### config.mk
export PLATFORM = sky130hd
export DESIGN_NAME = cxl_get_req_queue
export DESIGN_NICKNAME = d
export VERILOG_FILES = /design/src/rtl/cxl_pkg.sv /design/src/rtl/cxl_req_fifo.sv /design/src/rtl/cxl_get_req_queue.sv
export SDC_FILE = /design/constraint.sdc
export NUM_CORES = 1
export LEC_CHECK = 0
export ABC_AREA = 1
export BUFFER_PORTS_ARGS = -buffer_cell sky130_fd_sc_hd__buf_2
export CAP_MARGIN = 10
export CORE_AREA = 2 2 154 156
export DETAILED_ROUTE_END_ITERATION = 7
export DIE_AREA = 0 0 156 158
export GPL_TIMING_DRIVEN = 0
export PLACE_DENSITY = 0.84
export SLEW_MARGIN = 20
export SYNTH_ARGS = -nofsm -noshare
export SYNTH_HDL_FRONTEND = slang
export SYNTH_SLANG_ARGS = --single-unit
### constraint.sdc
create_clock -name clk -period 5.79 [get_ports clk]
set_clock_uncertainty 0.15 [all_clocks]
set_input_delay 0.579 -clock clk [delete_from_list [all_inputs] [get_ports clk]]
set_output_delay 0.579 -clock clk [all_outputs]
set_load 0.03 [all_outputs]
### src/rtl/cxl_pkg.sv
// Shared types and default widths for the CXL get-request path.
package cxl_pkg;

   localparam int CXL_ID_W  = 5;
   localparam int CXL_AMT_W = 32;

   typedef struct packed {
      logic [CXL_ID_W-1:0]  id;
      logic [CXL_AMT_W-1:0] amount;
   } cxl_get_req_t;

   typedef enum logic {
      IDLE     = 1'b0,
      WAIT_ACK = 1'b1
   } cxl_getq_state_e;

endpackage

### src/rtl/cxl_req_fifo.sv
// Synchronous DEPTH-entry FIFO of get requests; count is full-range occupancy.
module cxl_req_fifo
   import cxl_pkg::*;
#(
   parameter  int DEPTH = 8,
   localparam int PW    = $clog2(DEPTH),
   localparam int CW    = PW + 1
) (
   input  logic         clk,
   input  logic         rst_n,
   input  logic         i_push,
   input  cxl_get_req_t i_data,
   input  logic         i_pop,
   output cxl_get_req_t o_head,
   output logic [CW-1:0] o_count,
   output logic         o_full,
   output logic         o_empty
);

   cxl_get_req_t  r_mem [DEPTH];
   logic [PW-1:0] r_wr_ptr;
   logic [PW-1:0] r_rd_ptr;
   logic [CW-1:0] r_count;
   logic          w_push;
   logic          w_pop;

   assign w_push  = i_push & ~o_full;
   assign w_pop   = i_pop & ~o_empty;
   assign o_full  = (r_count == CW'(DEPTH));
   assign o_empty = (r_count == '0);
   assign o_count = r_count;
   assign o_head  = r_mem[r_rd_ptr];

   // Storage is not cleared on reset; zeroing the pointers discards its contents.
   always_ff @(posedge clk) begin
      if (!rst_n) begin
         r_wr_ptr <= '0;
         r_rd_ptr <= '0;
         r_count  <= '0;
      end else begin
         if (w_push) begin
            r_mem[r_wr_ptr] <= i_data;
            r_wr_ptr        <= r_wr_ptr + PW'(1);
         end
         if (w_pop) begin
            r_rd_ptr <= r_rd_ptr + PW'(1);
         end
         case ({w_push, w_pop})
            2'b10:   r_count <= r_count + CW'(1);
            2'b01:   r_count <= r_count - CW'(1);
            default: r_count <= r_count;
         endcase
      end
   end

endmodule

### src/rtl/cxl_get_req_queue.sv
// Buffers client get requests and issues them one at a time to the get stage,
// holding each until ack or timeout and reporting completion on a done strobe.
//
// state    | meaning
// IDLE     | no request outstanding; pops the FIFO head when one is queued
// WAIT_ACK | request presented on out_*; waits for ack or TIMEOUT cycles
module cxl_get_req_queue
   import cxl_pkg::*;
#(
   parameter  int DEPTH   = 8,
   parameter  int ID_W    = CXL_ID_W,
   parameter  int AMT_W   = CXL_AMT_W,
   parameter  int TIMEOUT = 16,
   localparam int CW      = $clog2(DEPTH) + 1,
   localparam int TW      = $clog2(TIMEOUT)
) (
   input  logic             clk,
   input  logic             rst_n,
   input  logic             in_valid,
   output logic             in_ready,
   input  logic [ID_W-1:0]  in_client_id,
   input  logic [AMT_W-1:0] in_amount,
   output logic             out_valid,
   output logic [ID_W-1:0]  out_client_id,
   output logic [AMT_W-1:0] out_amount,
   input  logic             ack,
   output logic             done_valid,
   output logic [ID_W-1:0]  done_client_id,
   output logic             done_ok,
   output logic [CW-1:0]    count
);

   cxl_getq_state_e r_state;
   cxl_getq_state_e w_state_nxt;
   logic [TW-1:0]   r_timer;
   logic            r_out_valid;
   logic [ID_W-1:0] r_out_id;
   logic [AMT_W-1:0] r_out_amt;
   logic            r_done_valid;
   logic [ID_W-1:0] r_done_id;
   logic            r_done_ok;

   cxl_get_req_t    w_push_req;
   cxl_get_req_t    w_head;
   logic            w_full;
   logic            w_empty;
   logic            w_pop;
   logic            w_tmo;

   assign w_push_req.id     = in_client_id;
   assign w_push_req.amount = in_amount;
   assign in_ready          = ~w_full;
   assign w_pop             = (r_state == IDLE) & ~w_empty;
   assign w_tmo             = (r_timer == TW'(TIMEOUT - 1));

   cxl_req_fifo #(
      .DEPTH (DEPTH)
   ) u_fifo (
      .clk     (clk),
      .rst_n   (rst_n),
      .i_push  (in_valid),
      .i_data  (w_push_req),
      .i_pop   (w_pop),
      .o_head  (w_head),
      .o_count (count),
      .o_full  (w_full),
      .o_empty (w_empty)
   );

   always_ff @(posedge clk) begin
      if (!rst_n) begin
         r_state <= IDLE;
      end else begin
         r_state <= w_state_nxt;
      end
   end

   // An ack on the timeout edge wins: it is checked first.
   always_comb begin
      w_state_nxt = r_state;
      case (r_state)
         IDLE:     if (!w_empty) w_state_nxt = WAIT_ACK;
         WAIT_ACK: if (ack || w_tmo) w_state_nxt = IDLE;
         default:  w_state_nxt = IDLE;
      endcase
   end

   always_ff @(posedge clk) begin
      if (!rst_n) begin
         r_timer      <= '0;
         r_out_valid  <= 1'b0;
         r_out_id     <= '0;
         r_out_amt    <= '0;
         r_done_valid <= 1'b0;
         r_done_id    <= '0;
         r_done_ok    <= 1'b0;
      end else begin
         r_done_valid <= 1'b0;
         case (r_state)
            IDLE: begin
               if (!w_empty) begin
                  r_out_id    <= w_head.id;
                  r_out_amt   <= w_head.amount;
                  r_out_valid <= 1'b1;
                  r_timer     <= '0;
               end
            end
            WAIT_ACK: begin
               if (ack || w_tmo) begin
                  r_out_valid  <= 1'b0;
                  r_done_valid <= 1'b1;
                  r_done_ok    <= ack;
                  r_done_id    <= r_out_id;
               end else begin
                  r_timer <= r_timer + TW'(1);
               end
            end
            default: r_out_valid <= 1'b0;
         endcase
      end
   end

   assign out_valid      = r_out_valid;
   assign out_client_id  = r_out_id;
   assign out_amount     = r_out_amt;
   assign done_valid     = r_done_valid;
   assign done_client_id = r_done_id;
   assign done_ok        = r_done_ok;

endmodule

==> results by group, run 1 <==
CTS
  • # hold bufs at CTS: 0
  • Clock sinks: 356
  • Clk slew on worst S/H paths: 60 ps
  • CTS Buf Count: 36
  • CTS tree: yes
  • Skew-Pair Late Insertion Delay: 530 ps
  • Clock buffer depth: 3
  • Root Buffer: clkbuf_16
  • CTS H-tree depth: 2
  • Postcts setup bufs: 0
  • CTS resizes: 0

Synthesis
  • Syn avg cell area: 12.6 um2
  • Yosys Warn Count: 0
  • FF+latch count, synth: 356
  • Syn Inst Count: 1,081
  • Sequential area share after synthesis: 0.743
  • Adder-cell share of the synthesized area: 0.00460
  • Yosys top cell area share: 0.654
  • Largest cells by area after synthesis: edfxtp_1, dfxtp_1, o21ai_0, nor2_1, o21ai_1
  • Synth cell types: 25
  • Simple-gate share of the synthesized area: 0.0780
  • Synth Area in XOR/XNOR: 0.00129
  • Post-synthesis compound-gate area fraction: 0.141
  • Largest family of logic cells by synthesized area: compound AO/OA/AOI/OAI gates
  • Mapped cell area: 13,600 um2
  • Cell taking the most area after synthesis: edfxtp_1
  • Post-synthesis mux area share: 0
  • Syn Nets: 1,127

Power and ir drop
  • Power, Total: 7.68 mW
  • Pleak: 5.56 nW
  • Power Dens Cells: 481 nW/um2
  • IR drop worst, VDD: 0.242 mV

Placed design
  • Dpl hpwl: 22.3 mm
  • Port Buffer Count: 89
  • Placed Instance Area: 14,800 um2
  • Pre-CTS setup slack: 2600 ps
  • Routability cong.: 0.823

Timing
  • WHS: 161 ps
  • Slew margin rel.: 0.349
  • Tcrit/Tclk final: 0.505
  • Slew Viols, Final: 0
  • Final worst slack: 2870 ps
  • Fmax: 0.342 GHz
  • Final hold vios: 0
  • Post-layout min period: 2920 ps
  • Worst Max-Slew Pin Slew: 971 ps
  • RSZ-0062 raised after global routing: false
  • Setup violators final: 0

Worst setup path
  • Max incr delay on CP: 760 ps
  • Reg2reg end: u_fifo.r_mem[2][5]$_DFFE_PP_
  • Buffers & Inverters on Critical Path: 4
  • CP Class: flop to flop
  • Crit Path Max Fanout: 10
  • CP endpoint kind: flop
  • CP Data Required Time: 5860 ps
  • R2R Setup Slk: 2870 ps
  • WP data arrival: 3000 ps
  • Reg2reg start: u_fifo.o_count[0]$_SDFFE_PN0P_
  • CP max stage cell: nor3_2
  • Cell family with most CP delay: simple AND/OR/NAND/NOR gates
  • Stages on the worst setup path: 9
  • CP Cell Sequence: nor2_1 > nand2_1 > nand2_1 > buf_2 > nor2_1 > inv_1 > nor3_2 > buf_4 > buf_4
  • Critical Path Source Type: flop
  • Worst R2R Path Depth: 9

Final layout
  • Layout net count: 1,278
  • Final Instance Area: 16,000 um2
  • Layout cells sized above 1: 0.168
  • Area Overhead vs Synth: 17.4%

Floorplanning
  • Core Area: 23,100 um2
  • Die Area: 24,600 um2
  • Cell Rows: 56
  • Height of the die: 158 um
  • IO Count: 91
  • Die X: 156 um
  • Initial Util: 0.589

Detailed routing
  • Initial drt markers: 1,339
  • Via density per instance: 6.30
  • # DRC: 0
  • Drt first pass iters: 6
  • Wire length per cell: 23.1 um
  • Drt total wl: 35.8 mm
  • Post-DRT Antenna Nets: 0
  • Routed vias: 9,767

Hold path
  • Min-delay worst type: input port to flop
  • Worst min-delay path startpoint: in_amount[3]
  • Hold Crit Depth: 1
  • Hold EP: u_fifo.r_mem[2][3]$_DFFE_PP_

GRT
  • Grt ovf: 0
  • Total track usage: 0.290
  • First-pass GRT wire length: 53.3 mm
  • Initial antenna violation count: 2
  • Vias in the first global route: 9,580
  • Pin count of the biggest net entering global routing: 23

Job
  • Maxcap violations: 0

Outcome
  • Status: complete, no violations
## stage by stage
stage / util / setup TNS, ps / cells
after CTS: 0.692 / 0 / 1550
after global routing: 0.692 / 0 / 1551
final: 0.692 / 0 / 1551
after global placement: 0.624 / -138150 / 1460
after detailed placement: 0.640 / 0 / 1484
after floorplan: - / 0 / 1081
## cell type report
cell class                 count  area (um2)
fill                        1513        7100
buffer                        72         352
clock buffer                  53        1040
timing repair buffer         113         766
tap                          290         363
antenna                        1        2.50
inverter                      23        88.8
clock inverter                13         151
multi-input combinational    630        3110
sequential                   356       10100
## placed cells by master, fill, tap and decap left out
master	n
inv_4	1
nor2_2	9
o211ai_1	37
nor2_1	189
edfxtp_1	296
buf_2	109
nor2_4	4
inv_8	1
clkinv_1	5
inv_2	3
nand4_1	1
xor2_1	1
buf_12	1
clkbuf_8	3
and2_1	1
buf_16	6
o21ai_1	78
diode_2	1
buf_1	2
xnor2_1	1
nand3_1	16
buf_6	8
buf_4	18
bufinv_16	3
clkinv_2	3
clkinv_8	1
dfxtp_1	60
a21oi_1	51
ha_1	5
nand2_1	43
nor3_2	4
o22ai_1	37
clkbuf_1	53
inv_1	19
clkbuf_16	38
o21ai_0	152
nor3_1	1
## sequential cells by signal, summed over array words and instances, names as in the netlist, 3 cells and up
name,count
out_client_id,5
r_timer,4
u_fifo.r_rd_ptr,3
done_client_id,5
u_fifo.r_wr_ptr,3
out_amount,32
u_fifo.r_mem,296
u_fifo.o_count,4
## synth_stat cells
library cell and n:
a21oi_1 51, and2_1 1, buf_1 2, buf_2 20, buf_4 3, buf_6 6, clkbuf_1 41, dfxtp_1 60
edfxtp_1 296, ha_1 5, inv_1 19, inv_2 3, inv_4 1, nand2_1 43, nand3_1 16, nand4_1 1
nor2_1 193, nor2_2 9, nor3_1 5, o211ai_1 37, o21ai_0 152, o21ai_1 78, o22ai_1 37, xnor2_1 1
xor2_1 1
## worst max path at each step
stage                                   startpoint                      endpoint  slack (ps)
global placement                             rst_n  u_fifo.r_mem[0][4]$_DFFE_PP_       -1150
detailed placement                           rst_n  u_fifo.r_mem[2][4]$_DFFE_PP_        2600
global route        u_fifo.o_count[0]$_SDFFE_PN0P_  u_fifo.r_mem[2][6]$_DFFE_PP_        2730
finish              u_fifo.o_count[0]$_SDFFE_PN0P_  u_fifo.r_mem[2][5]$_DFFE_PP_        2870
CTS                 u_fifo.o_count[0]$_SDFFE_PN0P_  u_fifo.r_mem[2][5]$_DFFE_PP_        2940
floorplan           u_fifo.o_count[0]$_SDFFE_PN0P_  u_fifo.r_mem[0][0]$_DFFE_PP_        1220
## per-layer routing
layer / wire (um) / global-route usage
met5: 7 / 0
met4: 1320 / 0.135
met3: 4040 / 0.0682
met1: 13200 / 0.365
met2: 17200 / 0.481
## where the power goes
group          internal [mW]  switching, mW  total [mW]  leakage, nW
clock                   1.38          0.962        2.35        0.579
sequential              2.97          0.112        3.08         3.17
combinational          0.620           1.63        2.25         1.81
total                   4.97           2.71        7.68         5.56
## kinds of logic after synthesis
logic type	Yosys count
AND/OR/NAND/NOR	268
flip-flops	356
buffers and inverters	95
AO/OA/AOI/OAI	355
adder cells (fa/ha/maj)	5
XOR/XNOR	2
Note: power is estimated with default switching activity, not from simulation.
==> run 2, diff against run 1 <==
- CORE_AREA: 2 2 154 156 -> 2 2 162 164
- DIE_AREA: 0 0 156 158 -> 0 0 164 166
- PLACE_DENSITY: 0.84 -> 0.81
- clock period: 5.79 -> 2.4 ns (I/O delays scaled with it)
==> run 2 against run 1 <==
Net effect: register-to-register slack lost 2800 ps; utilization fell by 4.6 points; die area grew 10%; cell count is 5.2% higher; hold slack worse by 130 ps; flip-flop and latch count unchanged; wire length decreased by 0.42%; cell area is 3.7% higher; via count fell by 0.24%; count of clock-buffer cells in the layout down 6; critical path depth is the same; maximum frequency is 26% higher; critical path type unchanged; largest cell class unchanged.
==> results by group, run 2 (synthesis gave the netlist of run 1 again) <==
Worst setup path
  • CP endpoint kind: flop (unchanged)
  • CP Class: flop to flop (unchanged)
  • R2R Setup Slk: 80 ps (was 2870 ps)
  • Cell family with most CP delay: simple AND/OR/NAND/NOR gates (unchanged)
  • Stages on the worst setup path: 9 (unchanged)
  • Crit path from: u_fifo.o_count[0]$_SDFFE_PN0P_ (unchanged)
  • Buffers & Inverters on Critical Path: 4 (unchanged)
  • Max incr delay on CP: 470 ps (was 760 ps)
  • Worst R2R Path Depth: 9 (unchanged)
  • CP Cell Sequence: nor2_2 > nand2_4 > nand2_2 > buf_6 > nor2_4 > inv_4 > nor3_4 > buf_8 > buf_16 (was nor2_1 > nand2_1 > nand2_1 > buf_2 > nor2_1 > inv_1 > nor3_2 > buf_4 > buf_4)
  • Reg2reg start: u_fifo.o_count[0]$_SDFFE_PN0P_ (unchanged)
  • Reg2reg end: u_fifo.r_mem[6][5]$_DFFE_PP_ (was u_fifo.r_mem[2][5]$_DFFE_PP_)
  • WP data arrival: 2390 ps (was 3000 ps)
  • CP max stage cell: nor3_4 (was nor3_2)
  • Crit Path Max Fanout: 12 (was 10)
  • CP Data Required Time: 2470 ps (was 5860 ps)
  • Critical Path Source Type: flop (unchanged)

Timing
  • Sum of negative setup slack: 0 ps (unchanged)
  • Slew margin rel.: 0.509 (was 0.349)
  • Worst Max-Slew Pin Slew: 736 ps (was 971 ps)
  • Slew Viols, Final: 0 (unchanged)
  • Post-layout min period: 2320 ps (was 2920 ps)
  • Tcrit/Tclk final: 0.966 (was 0.505)
  • Fmax: 0.431 GHz (was 0.342 GHz)
  • Final hold vios: 0 (unchanged)
  • Setup violators final: 0 (unchanged)
  • Final worst slack: 80.9 ps (was 2870 ps)

Outcome
  • Status: complete, no violations (unchanged)

Final layout
  • Commonest non-fill, non-tap cell in the layout: edfxtp_1 (unchanged)
  • Top reg by flops: u_fifo.r_mem (unchanged)
  • Antenna cells: 0 (was 1)
  • Layout cells sized above 1: 0.177 (was 0.168)
  • Max reg flops: 296 (unchanged)
  • Fin cells: 1,632 (was 1,551)
  • Layout net count: 1,317 (was 1,278)
  • Area Overhead vs Synth: 21.8% (was 17.4%)
  • Most frequent cells in the layout: edfxtp_1, nor2_1, o21ai_0 (unchanged)

Power and ir drop
  • IR drop worst, VDD: 0.744 mV (was 0.242 mV)
  • Power, Total: 18.6 mW (was 7.68 mW)
  • Power Dens Cells: 1130 nW/um2 (was 481 nW/um2)
  • Pleak: 5.76 nW (was 5.56 nW)

Detailed routing
  • Drt first pass iters: 5 (was 6)
  • Via density per instance: 5.97 (was 6.30)
  • Post-DRT Antenna Nets: 0 (unchanged)
  • Initial drt markers: 1,415 (was 1,339)
  • Wire length per cell: 21.8 um (was 23.1 um)
  • Routed vias: 9,744 (was 9,767)
  • # DRC: 0 (unchanged)
  • Drt total wl: 35.6 mm (was 35.8 mm)

CTS
  • Clock sinks: 356 (unchanged)
  • CTS H-tree depth: 2 (unchanged)
  • CTS Buf Count: 36 (unchanged)
  • Clk slew on worst S/H paths: 60 ps (about the same)
  • Clock buffer depth: 3 (unchanged)
  • Skew-Pair Late Insertion Delay: 520 ps (was 530 ps)
  • CTS tree: yes (unchanged)
  • Root Buffer: clkbuf_16 (unchanged)

GRT
  • Total track usage: 0.260 (was 0.290)
  • Pin count of the biggest net entering global routing: 22 (was 23)
  • Initial antenna violation count: 0 (was 2)
  • First-pass GRT wire length: 53.1 mm (was 53.3 mm)
  • Grt ovf: 0 (unchanged)
  • Vias in the first global route: 9,580 (unchanged)

Placed design
  • DP Cell Count: 1,522 (was 1,484)
  • Port Buffer Count: 89 (unchanged)
  • Dpl hpwl: 22.0 mm (was 22.3 mm)
  • Routability cong.: 0.823 (about the same)
  • Pre-CTS setup slack: -361 ps (was 2600 ps)

Floorplanning
  • IO Count: 91 (unchanged)
  • Height of the die: 166 um (was 158 um)
  • Cell Rows: 59 (was 56)
  • Die X: 164 um (was 156 um)
  • Die Area: 27,200 um2 (was 24,600 um2)
  • Initial Util: 0.530 (was 0.589)
  • Core Area: 25,600 um2 (was 23,100 um2)

Hold path
  • Hold EP: out_amount[24]$_SDFFE_PN0P_ (was u_fifo.r_mem[2][3]$_DFFE_PP_)
  • Min-delay worst type: input port to flop (unchanged)
  • Worst min-delay path startpoint: rst_n (was in_amount[3])
  • Hold Crit Depth: 3 (was 1)

Job
  • Maxcap violations: 0 (unchanged)
==> run 2: routing by layer <==
layer,global-route usage,up-vias,routed length (um)
met5,0,-,0
met2,0.412,643,17000
met3,0.0534,114,3840
met1,0.344,4656,13500
met4,0.124,0,1340
li1,-,4331,-
==> run 2: where the power goes <==
group	switching, mW	leakage, nW	internal [mW]
clock	2.27	0.573	3.32
combinational	3.94	2.02	1.62
sequential	0.301	3.17	7.18
==> run 2: area by class of cell <==
cell class / count / area [um2]
clock buffers: 47 / 983
repair buffers: 152 / 1230
inverters: 23 / 91.3
fillers: 1790 / 9070
multi-input cells: 630 / 3160
clock inverters: 17 / 190
plain buffers: 72 / 370
well taps: 335 / 419
flip-flops and latches: 356 / 10100
==> run 2: tightest hold or removal path: cells and delay by family <==
kind	cells	cell delay [ps]
AO/OA/AOI/OAI	2	190
buffers and inverters	1	210
==> run 2: how the worst max path moves through the flow <==
stage                     slack (ps)                              to
after floorplan                 -100    u_fifo.r_mem[0][0]$_DFFE_PP_
after global placement         -1010    u_fifo.r_mem[0][2]$_DFFE_PP_
after detailed placement        -360   u_fifo.r_mem[4][13]$_DFFE_PP_
after CTS                         50    u_fifo.r_mem[6][7]$_DFFE_PP_
after global routing             -20  u_fifo.o_count[2]$_SDFFE_PN0P_
final                             80    u_fifo.r_mem[6][5]$_DFFE_PP_
==> run 2: what timing repair did <==
action	in CTS	in global routing
gates resized for setup	2	4
cloned	0	0
endpoints found under the hold margin	297	0
pin swaps	4	3
endpoints found under the setup margin	85	8
hold buffers	38	0
setup buffers	6	2
==> run 2: through the flow <==
stage,hold WS (ps),util,cell area (um2)
final,29.5,0.646,16500
after global routing,50.2,0.646,16500
after CTS,22.0,0.645,16500
after detailed placement,304,0.582,14900
after global placement,299,0.569,14600
after floorplan,189,-,13700
